==> config.mk <==
export PLATFORM = sky130hd
export DESIGN_NAME = pem_serial_regfile_flat
export DESIGN_NICKNAME = d
export VERILOG_FILES = /design/src/rtl/pem_serial_regfile_if.sv /design/src/rtl/pem_serial_regfile.sv /design/src/flat_wrapper.sv
export SDC_FILE = /design/constraint.sdc
export NUM_CORES = 1
export LEC_CHECK = 0
export CAP_MARGIN = 5
export CELL_PAD_IN_SITES_DETAIL_PLACEMENT = 1
export CELL_PAD_IN_SITES_GLOBAL_PLACEMENT = 1
export CORE_ASPECT_RATIO = 1.2
export CORE_MARGIN = 2
export CORE_UTILIZATION = 40
export CTS_CLUSTER_SIZE = 30
export DETAILED_ROUTE_END_ITERATION = 10
export GPL_ROUTABILITY_DRIVEN = 1
export PLACE_DENSITY_LB_ADDON = 0.25
export SYNTH_ARGS = -nofsm -noshare
export SYNTH_HDL_FRONTEND = slang
export SYNTH_SLANG_ARGS = --single-unit
==> constraint.sdc <==
create_clock -name CLOCK -period 5.56 [get_ports CLOCK]
set_input_delay 1.39 -clock CLOCK [delete_from_list [all_inputs] [get_ports CLOCK]]
set_output_delay 1.39 -clock CLOCK [all_outputs]
set_load 0.01 [all_outputs]
==> src/rtl/pem_serial_regfile_if.sv <==
// Serial control bus between a host (master) and the register-bank model (slave).
// ENABLE is an active-low frame window; SCANOUT carries readback data.
interface pem_serial_regfile_if;
  logic ENABLE;
  logic DATA;
  logic SCANOUT;
  logic FRAME_ERR;

  modport master (
    output ENABLE,
    output DATA,
    input  SCANOUT,
    input  FRAME_ERR
  );

  modport slave (
    input  ENABLE,
    input  DATA,
    output SCANOUT,
    output FRAME_ERR
  );
endinterface

==> src/rtl/pem_serial_regfile.sv <==
// Serially programmed register bank: shifts host frames in during the ENABLE-low window,
// commits on the rising edge of ENABLE, and streams readback words on SCANOUT.
module pem_serial_regfile #(
  parameter int              DATA_W     = 8,
  parameter int              ADDR_W     = 4,
  parameter int              ID_W       = 3,
  parameter logic [ID_W-1:0] ID_CODE    = 3'b110,
  parameter bit              RD_AUTOINC = 1'b1
) (
  input  logic                           CLOCK,
  input  logic                           RESET,
  pem_serial_regfile_if.slave            bus,
  output logic [(2**ADDR_W)*DATA_W-1:0]  REGS
);

  localparam int DEPTH   = 2**ADDR_W;
  localparam int FRAME_W = DATA_W + ADDR_W + ID_W + 3;
  localparam int CNT_W   = $clog2(FRAME_W + 2);
  localparam int BIT_W   = (DATA_W > 1) ? $clog2(DATA_W) : 1;

  typedef enum logic {
    ST_IDLE,
    ST_WIN
  } state_t;

  state_t               r_state;
  state_t               w_state_next;
  logic                 w_commit;
  logic                 w_shift;

  logic [FRAME_W-1:0]   r_in_sh;
  logic [CNT_W-1:0]     r_cnt;
  logic [DATA_W-1:0]    r_mem [DEPTH];
  logic [DATA_W-1:0]    r_out_sh;
  logic [ADDR_W-1:0]    r_ptr;
  logic [BIT_W-1:0]     r_bit_cnt;
  logic                 r_rd_active;
  logic                 r_frame_err;

  logic [ID_W-1:0]      w_id;
  logic                 w_op;
  logic [ADDR_W-1:0]    w_addr;
  logic [1:0]           w_mbz;
  logic [DATA_W-1:0]    w_data;
  logic                 w_id_hit;
  logic                 w_reject;
  logic                 w_wr;
  logic                 w_rd;

  // Window tracker: the first posedge with ENABLE high after a low window is the commit edge.
  always_ff @(posedge CLOCK or posedge RESET) begin
    if (RESET) begin
      r_state <= ST_IDLE;
    end else begin
      r_state <= w_state_next;
    end
  end

  always_comb begin
    w_state_next = r_state;
    w_commit     = 1'b0;
    w_shift      = 1'b0;
    case (r_state)
      ST_IDLE: begin
        if (!bus.ENABLE) begin
          w_shift      = 1'b1;
          w_state_next = ST_WIN;
        end
      end
      ST_WIN: begin
        if (bus.ENABLE) begin
          w_commit     = 1'b1;
          w_state_next = ST_IDLE;
        end else begin
          w_shift      = 1'b1;
        end
      end
      default: w_state_next = ST_IDLE;
    endcase
  end

  // Field layout, LSB up: id, op, addr, two must-be-zero bits, data.
  assign w_id   = r_in_sh[ID_W-1:0];
  assign w_op   = r_in_sh[ID_W];
  assign w_addr = r_in_sh[ID_W+1 +: ADDR_W];
  assign w_mbz  = r_in_sh[ID_W+1+ADDR_W +: 2];
  assign w_data = r_in_sh[FRAME_W-1 -: DATA_W];

  assign w_id_hit = w_commit && (r_cnt != '0) && (w_id == ID_CODE);
  assign w_reject = w_id_hit && ((r_cnt != CNT_W'(FRAME_W)) || (w_mbz != 2'b00));
  assign w_wr     = w_id_hit && !w_reject && w_op;
  assign w_rd     = w_id_hit && !w_reject && !w_op;

  always_ff @(posedge CLOCK or posedge RESET) begin
    if (RESET) begin
      r_in_sh <= '0;
      r_cnt   <= '0;
    end else if (w_commit) begin
      r_in_sh <= '0;
      r_cnt   <= '0;
    end else if (w_shift) begin
      r_in_sh <= {r_in_sh[FRAME_W-2:0], bus.DATA};
      if (r_cnt != CNT_W'(FRAME_W + 1)) begin
        r_cnt <= r_cnt + 1'b1;
      end
    end
  end

  always_ff @(posedge CLOCK or posedge RESET) begin
    if (RESET) begin
      for (int i = 0; i < DEPTH; i++) begin
        r_mem[i] <= '0;
      end
    end else if (w_wr) begin
      r_mem[w_addr] <= w_data;
    end
  end

  // The word already in r_out_sh is a snapshot, so a write to its address does not
  // disturb bits currently shifting out; only later burst loads see the new value.
  always_ff @(posedge CLOCK or posedge RESET) begin
    if (RESET) begin
      r_rd_active <= 1'b0;
      r_out_sh    <= '0;
      r_ptr       <= '0;
      r_bit_cnt   <= '0;
    end else if (w_commit) begin
      r_rd_active <= w_rd;
      if (w_rd) begin
        r_out_sh  <= r_mem[w_addr];
        r_ptr     <= w_addr + 1'b1;
        r_bit_cnt <= '0;
      end
    end else if (w_shift && r_rd_active) begin
      if (RD_AUTOINC && (r_bit_cnt == BIT_W'(DATA_W - 1))) begin
        r_out_sh  <= r_mem[r_ptr];
        r_ptr     <= r_ptr + 1'b1;
        r_bit_cnt <= '0;
      end else begin
        r_out_sh  <= {r_out_sh[DATA_W-2:0], 1'b0};
        r_bit_cnt <= r_bit_cnt + 1'b1;
      end
    end
  end

  always_ff @(posedge CLOCK or posedge RESET) begin
    if (RESET) begin
      r_frame_err <= 1'b0;
    end else begin
      r_frame_err <= w_reject;
    end
  end

  assign bus.FRAME_ERR = r_frame_err;
  assign bus.SCANOUT   = !bus.ENABLE && r_rd_active && r_out_sh[DATA_W-1];

  for (genvar gi = 0; gi < DEPTH; gi++) begin : g_regs
    assign REGS[gi*DATA_W +: DATA_W] = r_mem[gi];
  end

endmodule

==> src/flat_wrapper.sv <==
// flat-port wrapper written by rule: the top's interface ports become plain ports
module pem_serial_regfile_flat 
#(
  parameter int              DATA_W     = 8,
  parameter int              ADDR_W     = 4,
  parameter int              ID_W       = 3,
  parameter logic [ID_W-1:0] ID_CODE    = 3'b110,
  parameter bit              RD_AUTOINC = 1'b1
)
  (CLOCK, RESET, REGS, bus_ENABLE, bus_DATA, bus_SCANOUT, bus_FRAME_ERR);
  pem_serial_regfile_if bus_i ();
  input  logic CLOCK;
  input  logic RESET;
  output logic [(2**ADDR_W)*DATA_W-1:0] REGS;
  input wire logic [$bits(bus_i.ENABLE)-1:0] bus_ENABLE;
  input wire logic [$bits(bus_i.DATA)-1:0] bus_DATA;
  output wire logic [$bits(bus_i.SCANOUT)-1:0] bus_SCANOUT;
  output wire logic [$bits(bus_i.FRAME_ERR)-1:0] bus_FRAME_ERR;
  assign bus_i.ENABLE = bus_ENABLE;
  assign bus_i.DATA = bus_DATA;
  assign bus_SCANOUT = bus_i.SCANOUT;
  assign bus_FRAME_ERR = bus_i.FRAME_ERR;
  pem_serial_regfile #(.DATA_W(DATA_W), .ADDR_W(ADDR_W), .ID_W(ID_W), .ID_CODE(ID_CODE), .RD_AUTOINC(RD_AUTOINC)) u_core (.CLOCK(CLOCK), .RESET(RESET), .bus(bus_i), .REGS(REGS));
endmodule
---- Word level (Yosys, flattened, before mapping) ----
Cells that the tools add are included.
Widths: inputs -> output; s select.
storage, ports and cells
  register bits after elaboration ......... 169
  output and inout bits ................... 130
cells by class
  add/subtract/negate cells ............... 4
  order comparisons ....................... 3
  equality and inequality tests ........... 5
  mux-type cells .......................... 29
  bitwise gates (word level) .............. 2
  reductions and logical operators ........ 23
operator list
  operator             number
  $bwmux 128           1
  $mux 8               9
  $bmux 8 s4           2
  $mux 18              2
  $demux 8 s4          1
  $mux 4               4
  $mux 5               3
  $mux 3               4
  $ge 5x5->1 const B   2
  $logic_and 1x1->1    10
  $ne 5x5->1 const B   2
  $not 4->5            2
  $reduce_bool 2->1    5
  $add 4x1->4 const B  2
  $eq 3x3->1 const B   2
  $add 5x1->5 const B  1
  $lt 5x1->1 const B   1
  $reduce_bool 5->1    1
  $reduce_and 2->1     2
  $add 3x1->3 const B  1
  $logic_not 1->1      3
  $mux 1               3
  $reduce_and 3->1     1
  $ne 2x2->1 const B   1
  $logic_or 1x1->1     1

---- Longest topological paths before layout ----
Gate-level depths: netlist of the first run.
  word-level depth ........................ 10
  mapped depth ............................ 10
  mapped depth without buffers ............ 7

---- Worst setup path after synthesis of the first run ----
No wires, ideal clock.
  kind .................................... in2out
  start ................................... input bus_ENABLE
  end ..................................... output bus_SCANOUT
  arrival time ............................ 1.978 ns
  path slack .............................. 2.192 ns
  stages .................................. 3
  cell sequence ........................... clkbuf_1 > nor2b_1 > and2_1
on the way
  cells in the longest elaborated chain, start to end .. 3
RTL lines
  item                             line                       RTL
  from (decl)                      flat_wrapper.sv:15         input wire logic [$bits(bus_i.ENABLE)-1:0] bus_ENABLE;
  $logic_not 1->1                  n/a
  $logic_and 1x1->1 (2 in series)  pem_serial_regfile.sv:155  assign bus.SCANOUT = !bus.ENABLE && r_rd_active && r_out_sh[DATA_W-1];
  to (decl)                        flat_wrapper.sv:17         output wire logic [$bits(bus_i.SCANOUT)-1:0] bus_SCANOUT;
Every way passes these cells.

---- Worst setup path after layout of the first run ----
Ends and elaborated chain as after synthesis.

==> parameters.txt, run 1 <==
Parameter                              Value

Global route
  Via count of the first global-routing pass ... 7,194
  GRT Util Overall ... 25.3%
  GRT overflow ... 0
  Antenna violations before repair ... 0
  Global-route wire length before repair ... 45.0 mm
  Largest net degree at the start of global routing ... 55

Placement
  DP Wirelength ... 20.8 mm
  Number of cells in the design after placement ... 1,093
  Worst slack at placement ... 1.01 ns
  I/O Buffers ... 133
  Final GP Congestion ... 0.844
  Placed Instance Area ... 10,600 um^2

Logic synthesis
  Mapped Avg Cell Area ... 12.5 um^2
  Number of enable flip-flop cells after synthesis ... 0
  Predominant post-synthesis flop cell ... sky130_fd_sc_hd__dfrtp_1
  Share of flip-flops with an asynchronous set or reset ... 100%
  Net count after synthesis ... 730
  Share of the yosys chip area belonging to registers ... 47.2%
  Count of different cell masters after synthesis ... 45
  Area of the mapped netlist ... 8970 um^2
  Post-Synthesis Cells ... 720
  Ys Warns ... 0
  Flip-flop and latch count after synthesis ... 169

Power and ir drop
  Leak Pwr ... 5.06 nW
  Combinational Power Share ... 4.3%
  Internal power consumption ... 1.95 mW
  Sequential cell fraction of total power ... 48.8%
  Power density over cell area ... 232 nW/um^2
  Fraction of power spent switching nets ... 24.8%
  Clock share of power ... 46.9%
  Net switching power ... 0.643 mW
  Peak supply drop ... 0.211 mV

STA
  Post-Route Setup TNS ... 0 ns
  Max Fclk ... 235 MHz
  Finish-stage setup viols ... 0
  Final Hold Violating Endpoints ... 0
  Final critical-path setup slack ... 1.30 ns
  Max-Slew Margin vs Limit ... 17.3%
  Worst setup skew after layout ... 0.0113 ns
  Setup repair after global routing missed its margin ... no
  Number of slew-limit violations in the final report ... 0
  Portion of the clock cycle consumed by the worst path in the final layout ... 76.6%
  Measured slew at the worst slew-check pin ... 1.24 ns
  Post-layout minimum cycle time ... 4.26 ns

Clocking
  Total number of H-tree levels ... 4
  Source-to-sink clock delay at the later pin of the worst-skew pair ... 0.44 ns
  CTS root buf ... sky130_fd_sc_hd__clkbuf_16
  Clock transition at the registers of the reported paths ... 0.06 ns
  Buffers from clock root to sink, at most ... 2
  Number of buffers inserted during clock tree synthesis ... 17
  Cts-stage hold buffer count ... 0
  Number of gates resized after CTS ... 0
  Postcts setup bufs ... 0
  TritonCTS clock tree ... yes
  TritonCTS sink count ... 169

Setup path
  Most numerous cell on the critical path ... sky130_fd_sc_hd__clkdlybuf4s50_1
  Worst path buffer plus inverter count ... 2
  Reg-to-reg endpoint ... u_core.REGS[21]$_DFFE_PP0P_
  Gate family responsible for the most delay along the worst path ... buffers and inverters
  Logic depth of the worst register-to-register path ... 7
  Critical Setup Path Class ... in -> out
  Crit end category ... primary output
  List of cells traversed by the critical path ... clkdlybuf4s50_1 > nor2b_1 > and2_1 > clkdlybuf4s50_1
  Required time reported for the critical path endpoint ... 4.17 ns
  Critical Path Source Type ... primary input
  Highest net fanout along the worst path ... 5
  Arrival @ worst endpoint ... 2.87 ns
  R2R Setup Slk ... 2.17 ns
  Max stage delay on crit path ... 0.55 ns
  Worst reg2reg startpoint ... u_core.r_cnt[0]$_DFFE_PP0P_
  Library cell contributing the largest single delay on the critical path ... sky130_fd_sc_hd__clkdlybuf4s50_1

Detailed routing
  Vias per inst ... 5.96
  Number of nets with antenna violations after detailed routing ... 0
  Number of DRC violations after detailed-routing iteration 0 ... 347
  DRC violation count after routing ... 0
  Total wire length after detailed routing ... 29.2 mm
  Vias ... 6,707
  Number of iterations in the first detailed-routing pass ... 4
  Average detailed-routed wire length per instance ... 26.0 um

Cells and area
  Commonest cells after routing, fill and taps aside ... sky130_fd_sc_hd__dfrtp_1 (167), sky130_fd_sc_hd__clkdlybuf4s50_1 (133), sky130_fd_sc_hd__mux2_2 (129)
  Net count of the finished layout ... 843
  Fraction of layout cells with a size suffix above 1 ... 26.2%
  Area delta synth->final ... 24.3%
  Finished Layout Cells ... 1,125
  Final standard cell utilization of the core ... 50.2%
  Inserted Diodes ... 0
  Final Instance Area ... 11,200 um^2
  Leading cell type in the layout, fill and taps excluded ... sky130_fd_sc_hd__dfrtp_1

Die
  Top-level port count ... 134
  Number of rows in the core area ... 60
  Die Ht ... 168 um
  Area of the die ... 23,600 um^2
  Core region area ... 22,200 um^2
  Die extent in x ... 141 um
  Initial core utilization ... 40.4%

Outcome
  Result of the run ... complete, no violations

Flow run
  Max-cap check violation count ... 0

Hold path
  Number of cells on the worst hold path ... 1
  Hold Path Class ... reg -> reg
  Endpoint with the worst hold slack ... u_core.r_rd_active$_DFFE_PP0P_
  Hold path start ... u_core.r_rd_active$_DFFE_PP0P_
-- layout make-up --
cell class / count / area, um^2
clock inverters: 15 / 165
flip-flops and latches: 169 / 4230
fillers: 2276 / 11100
clock buffers: 17 / 425
well taps: 279 / 349
multi-input cells: 483 / 4470
repair buffers: 144 / 1440
inverters: 18 / 71.3
-- flip-flops by register name, summed over array words and instances (netlist names) --
signal                flops
u_core.bus.FRAME_ERR      1
u_core.r_rd_active        1
u_core.r_ptr              4
u_core.REGS             128
u_core.r_bit_cnt          3
u_core.r_state            1
u_core.r_cnt              5
u_core.r_in_sh           18
u_core.r_out_sh           8
-- worst max path at each step --
stage	from	end	slack, ns	cells past startpoint
after floorplan	RESET	u_core.REGS[0]$_DFFE_PP0P_	2.02	1
after global placement	bus_ENABLE	u_core.REGS[21]$_DFFE_PP0P_	1.21	7
after detailed placement	bus_ENABLE	u_core.REGS[21]$_DFFE_PP0P_	1.01	7
after CTS	bus_ENABLE	bus_SCANOUT	1.29	4
after global routing	bus_ENABLE	bus_SCANOUT	1.24	4
final	bus_ENABLE	bus_SCANOUT	1.30	4
-- synthesized netlist by cell type, drive strengths merged, types with 7 or more instances --
master   count  area share [%]
nand2       33             1.4
nand3b       8            0.67
mux2       129              16
mux2i       85             9.5
nor2        28             1.4
dfrtp      169              47
inv         18            0.75
buf         19            0.95
clkbuf      31             1.3
o21ai       25             1.4
a31oi       10            0.70
a21oi       21             1.2
mux4        29             7.3
a2111oi      7            0.68
a22oi       25             2.1
a22o         8            0.78
o31ai       11            0.92
-- power groups by stage --
stage / Clock, mW / Combinational [mW] / Sequential [mW]
floorplan: 0 / 0.0861 / 1.27
global placement: 0 / 0.107 / 1.28
detailed placement: 0 / 0.113 / 1.29
CTS: 1.23 / 0.114 / 1.26
global route: 1.28 / 0.124 / 1.26
finish: 1.21 / 0.113 / 1.26
-- metal layers --
layer	track usage, %	share of wire [%]
met1	33.6	43
met3	3.36	4.3
met4	7.04	1.6
met2	43.4	51
met5	0	0
-- logic make-up (layout without fill, tap and decap cells) --
logic type | after synthesis | in the layout | share of synthesized area, %
AOI/OAI and AO/OA | 119 | 119 | 8.79
adders and majority gates | 6 | 6 | 0.837
buffers and inverters | 68 | 194 | 3.00
DFF | 169 | 169 | 47.2
muxes | 243 | 243 | 33.0
and+or+nand+nor | 115 | 115 | 7.25
-- through the flow --
stage | hold slack [ns] | total power, mW
2_1_floorplan | 0.442 | 1.36
3_3_place_gp | 0.455 | 1.39
3_5_place_dp | 0.472 | 1.40
4_1_cts | 0.486 | 2.61
5_1_grt | 0.509 | 2.67
6_report | 0.481 | 2.59
Note: power is estimated with default switching activity, not from simulation.
==> run 2, diff against run 1 <==
--- a/config.mk
+++ b/config.mk
@@ -10,7 +10,7 @@
 export CELL_PAD_IN_SITES_GLOBAL_PLACEMENT = 1
 export CORE_ASPECT_RATIO = 1.2
 export CORE_MARGIN = 2
-export CORE_UTILIZATION = 40
+export CORE_UTILIZATION = 44
 export CTS_CLUSTER_SIZE = 30
 export DETAILED_ROUTE_END_ITERATION = 10
 export GPL_ROUTABILITY_DRIVEN = 1
==> constraint.sdc (replaced) <==
create_clock -name CLOCK -period 4.1 [get_ports CLOCK]
set_input_delay 1.025 -clock CLOCK [delete_from_list [all_inputs] [get_ports CLOCK]]
set_output_delay 1.025 -clock CLOCK [all_outputs]
set_load 0.01 [all_outputs]
==> run 2 against run 1 <==
Design area is 0.73% higher. Global-route usage is 3.4 points higher. Combinational power is 30% higher. Register-to-register slack worse by 1.2 ns. Sequential power is 36% higher. Sequential share of layout area is 0.27 points lower. Core utilization is 5.7 points higher. Non-clock buffer count is 15 higher. Routed wire length is 2.0% higher. Hold slack better by 0.0074 ns. Largest power group unchanged.
==> parameters.txt, run 2 (synthesis gave the netlist of run 1 again) <==
Parameter                              Value

Outcome
  Result of the run ... complete, no violations (unchanged)

STA
  Measured slew at the worst slew-check pin ... 1.14 ns (was 1.24 ns)
  Setup repair after global routing missed its margin ... no (unchanged)
  Post-Route Setup TNS ... 0 ns (unchanged)
  Number of slew-limit violations in the final report ... 0 (unchanged)
  Final critical-path setup slack ... 0.603 ns (was 1.30 ns)
  Max Fclk ... 286 MHz
  Final Hold Violating Endpoints ... 0 (unchanged)
  Worst setup skew after layout ... 0.00656 ns (was 0.0113 ns)
  Hold_ws ... 0.489 ns (was 0.481 ns)
  Post-layout minimum cycle time ... 3.50 ns
  Portion of the clock cycle consumed by the worst path in the final layout ... 85.3%
  Max-Slew Margin vs Limit ... 23.9% (was 17.3%)
  Finish-stage setup viols ... 0 (unchanged)

Cells and area
  Commonest cells after routing, fill and taps aside ... sky130_fd_sc_hd__dfrtp_1 (167), sky130_fd_sc_hd__clkdlybuf4s50_1 (133), sky130_fd_sc_hd__mux2_2 (129) (unchanged)
  Finished Layout Cells ... 1,126 (was 1,125)
  Leading cell type in the layout, fill and taps excluded ... sky130_fd_sc_hd__dfrtp_1 (unchanged)
  Fraction of layout cells with a size suffix above 1 ... 27.4% (was 26.2%)
  Final-layout fill cell count ... 2,041 (was 2,276)
  Net count of the finished layout ... 858 (was 843)
  Area delta synth->final ... 25.3% (was 24.3%)
  Max FFs per register ... 128 (unchanged)
  Inserted Diodes ... 0 (unchanged)

Die
  Die Ht ... 160 um (was 168 um)
  Die extent in x ... 134 um (was 141 um)
  Number of rows in the core area ... 57 (was 60)
  Core region area ... 20,100 um^2 (was 22,200 um^2)
  Area of the die ... 21,500 um^2 (was 23,600 um^2)
  Initial core utilization ... 44.6% (was 40.4%)
  Top-level port count ... 134 (unchanged)

Setup path
  Arrival @ worst endpoint ... 2.47 ns (was 2.87 ns)
  Logic depth of the worst register-to-register path ... 7 (unchanged)
  Critical Path Source Type ... primary input (unchanged)
  Crit end category ... primary output (unchanged)
  Highest net fanout along the worst path ... 5 (unchanged)
  Required time reported for the critical path endpoint ... 3.07 ns (was 4.17 ns)
  Critical Setup Path Class ... in -> out (unchanged)

Global route
  Antenna violations before repair ... 0 (unchanged)
  Global-route wire length before repair ... 46.1 mm (was 45.0 mm)
  GRT Util Overall ... 28.6% (was 25.3%)
  Via count of the first global-routing pass ... 7,458 (was 7,194)
  GRT overflow ... 0 (unchanged)
  Largest net degree at the start of global routing ... 170 (was 55)

Detailed routing
  DRC violation count after routing ... 0 (unchanged)
  Vias ... 6,842 (was 6,707)
  Number of DRC violations after detailed-routing iteration 0 ... 422 (was 347)
  Average detailed-routed wire length per instance ... 26.5 um (was 26.0 um)
  Number of iterations in the first detailed-routing pass ... 5 (was 4)
  Number of nets with antenna violations after detailed routing ... 0 (unchanged)
  Total wire length after detailed routing ... 29.8 mm (was 29.2 mm)
  Vias per inst ... 6.08 (was 5.96)

Clocking
  Number of buffers inserted during clock tree synthesis ... 17 (unchanged)
  Total number of H-tree levels ... 4 (unchanged)
  Buffers from clock root to sink, at most ... 2 (unchanged)
  Cts-stage hold buffer count ... 0 (unchanged)
  Number of gates resized after CTS ... 0 (unchanged)
  TritonCTS clock tree ... yes (unchanged)
  CTS root buf ... sky130_fd_sc_hd__clkbuf_16 (unchanged)
  Clock transition at the registers of the reported paths ... 0.07 ns (was 0.06 ns)
  Postcts setup bufs ... 0 (unchanged)
  Source-to-sink clock delay at the later pin of the worst-skew pair ... 0.43 ns (was 0.44 ns)
  TritonCTS sink count ... 169 (unchanged)

Power and ir drop
  Peak supply drop ... 0.299 mV (was 0.211 mV)
  Leak Pwr ... 5.10 nW (was 5.06 nW)
  PnR Total Power ... 3.38 mW (was 2.59 mW)
  Power density over cell area ... 301 nW/um^2 (was 232 nW/um^2)

Placement
  DP Wirelength ... 20.5 mm (was 20.8 mm)
  Final GP Congestion ... 0.832 (was 0.844)
  Worst slack at placement ... 0.457 ns (was 1.01 ns)
  Number of cells in the design after placement ... 1,094 (was 1,093)
  I/O Buffers ... 133 (unchanged)

Hold path
  Hold Path Class ... reg -> reg (unchanged)
  Number of cells on the worst hold path ... 1 (unchanged)

Flow run
  Max-cap check violation count ... 0 (unchanged)
-- run 2: final timing paths --
kind	start	endpoint	slack, ns
worst max register to register	u_core.r_cnt[0]$_DFFE_PP0P_	u_core.REGS[37]$_DFFE_PP0P_	0.96
worst min register to register	u_core.r_rd_active$_DFFE_PP0P_	u_core.r_rd_active$_DFFE_PP0P_	0.49
worst min-delay path	u_core.r_rd_active$_DFFE_PP0P_	u_core.r_rd_active$_DFFE_PP0P_	0.49
max in group asynchronous	RESET	u_core.r_ptr[0]$_DFFE_PP0P_	2.13
worst max-delay path	bus_ENABLE	bus_SCANOUT	0.60
min in group asynchronous	RESET	u_core.REGS[16]$_DFFE_PP0P_	1.13
-- run 2: layout make-up --
cell class                 instances  area (um^2)  share of cell area, %
tap                              265          332                   2.95
timing repair buffer             159         1580                   14.0
sequential                       169         4230                   37.7
multi-input combinational        483         4470                   39.8
clock inverter                    12         95.1                  0.847
inverter                          18         71.3                  0.635
clock buffer                      20          457                   4.07
-- run 2: where the power goes --
group / total [mW] / internal [mW] / switching [mW]
Sequential: 1.71 / 1.68 / 0.0333
Clock: 1.52 / 0.813 / 0.709
Combinational: 0.147 / 0.0461 / 0.101
Total: 3.38 / 2.54 / 0.843
-- run 2: routing by layer --
layer | GRT usage [%] | share of wire [%] | vias to the layer above
li1 | - | - | 2944
met1 | 37.0 | 42 | 3649
met2 | 48.7 | 51 | 187
met3 | 3.63 | 3.6 | 62
met4 | 12.0 | 3.5 | 0
met5 | 0 | 0 | -
-- run 2: critical path: stages --
cell	delay, ns
sky130_fd_sc_hd__clkdlybuf4s50_1	0.48
sky130_fd_sc_hd__nor2b_1	0.15
sky130_fd_sc_hd__buf_4	0.15
sky130_fd_sc_hd__and2_1	0.13
sky130_fd_sc_hd__clkdlybuf4s50_1	0.54
-- run 2: through the flow --
step,utilization (%),area [um^2]
2_1_floorplan,-,8970
3_3_place_gp,53.1,10700
3_5_place_dp,53.1,10700
4_1_cts,55.9,11200
5_1_grt,55.9,11200
6_report,55.9,11200
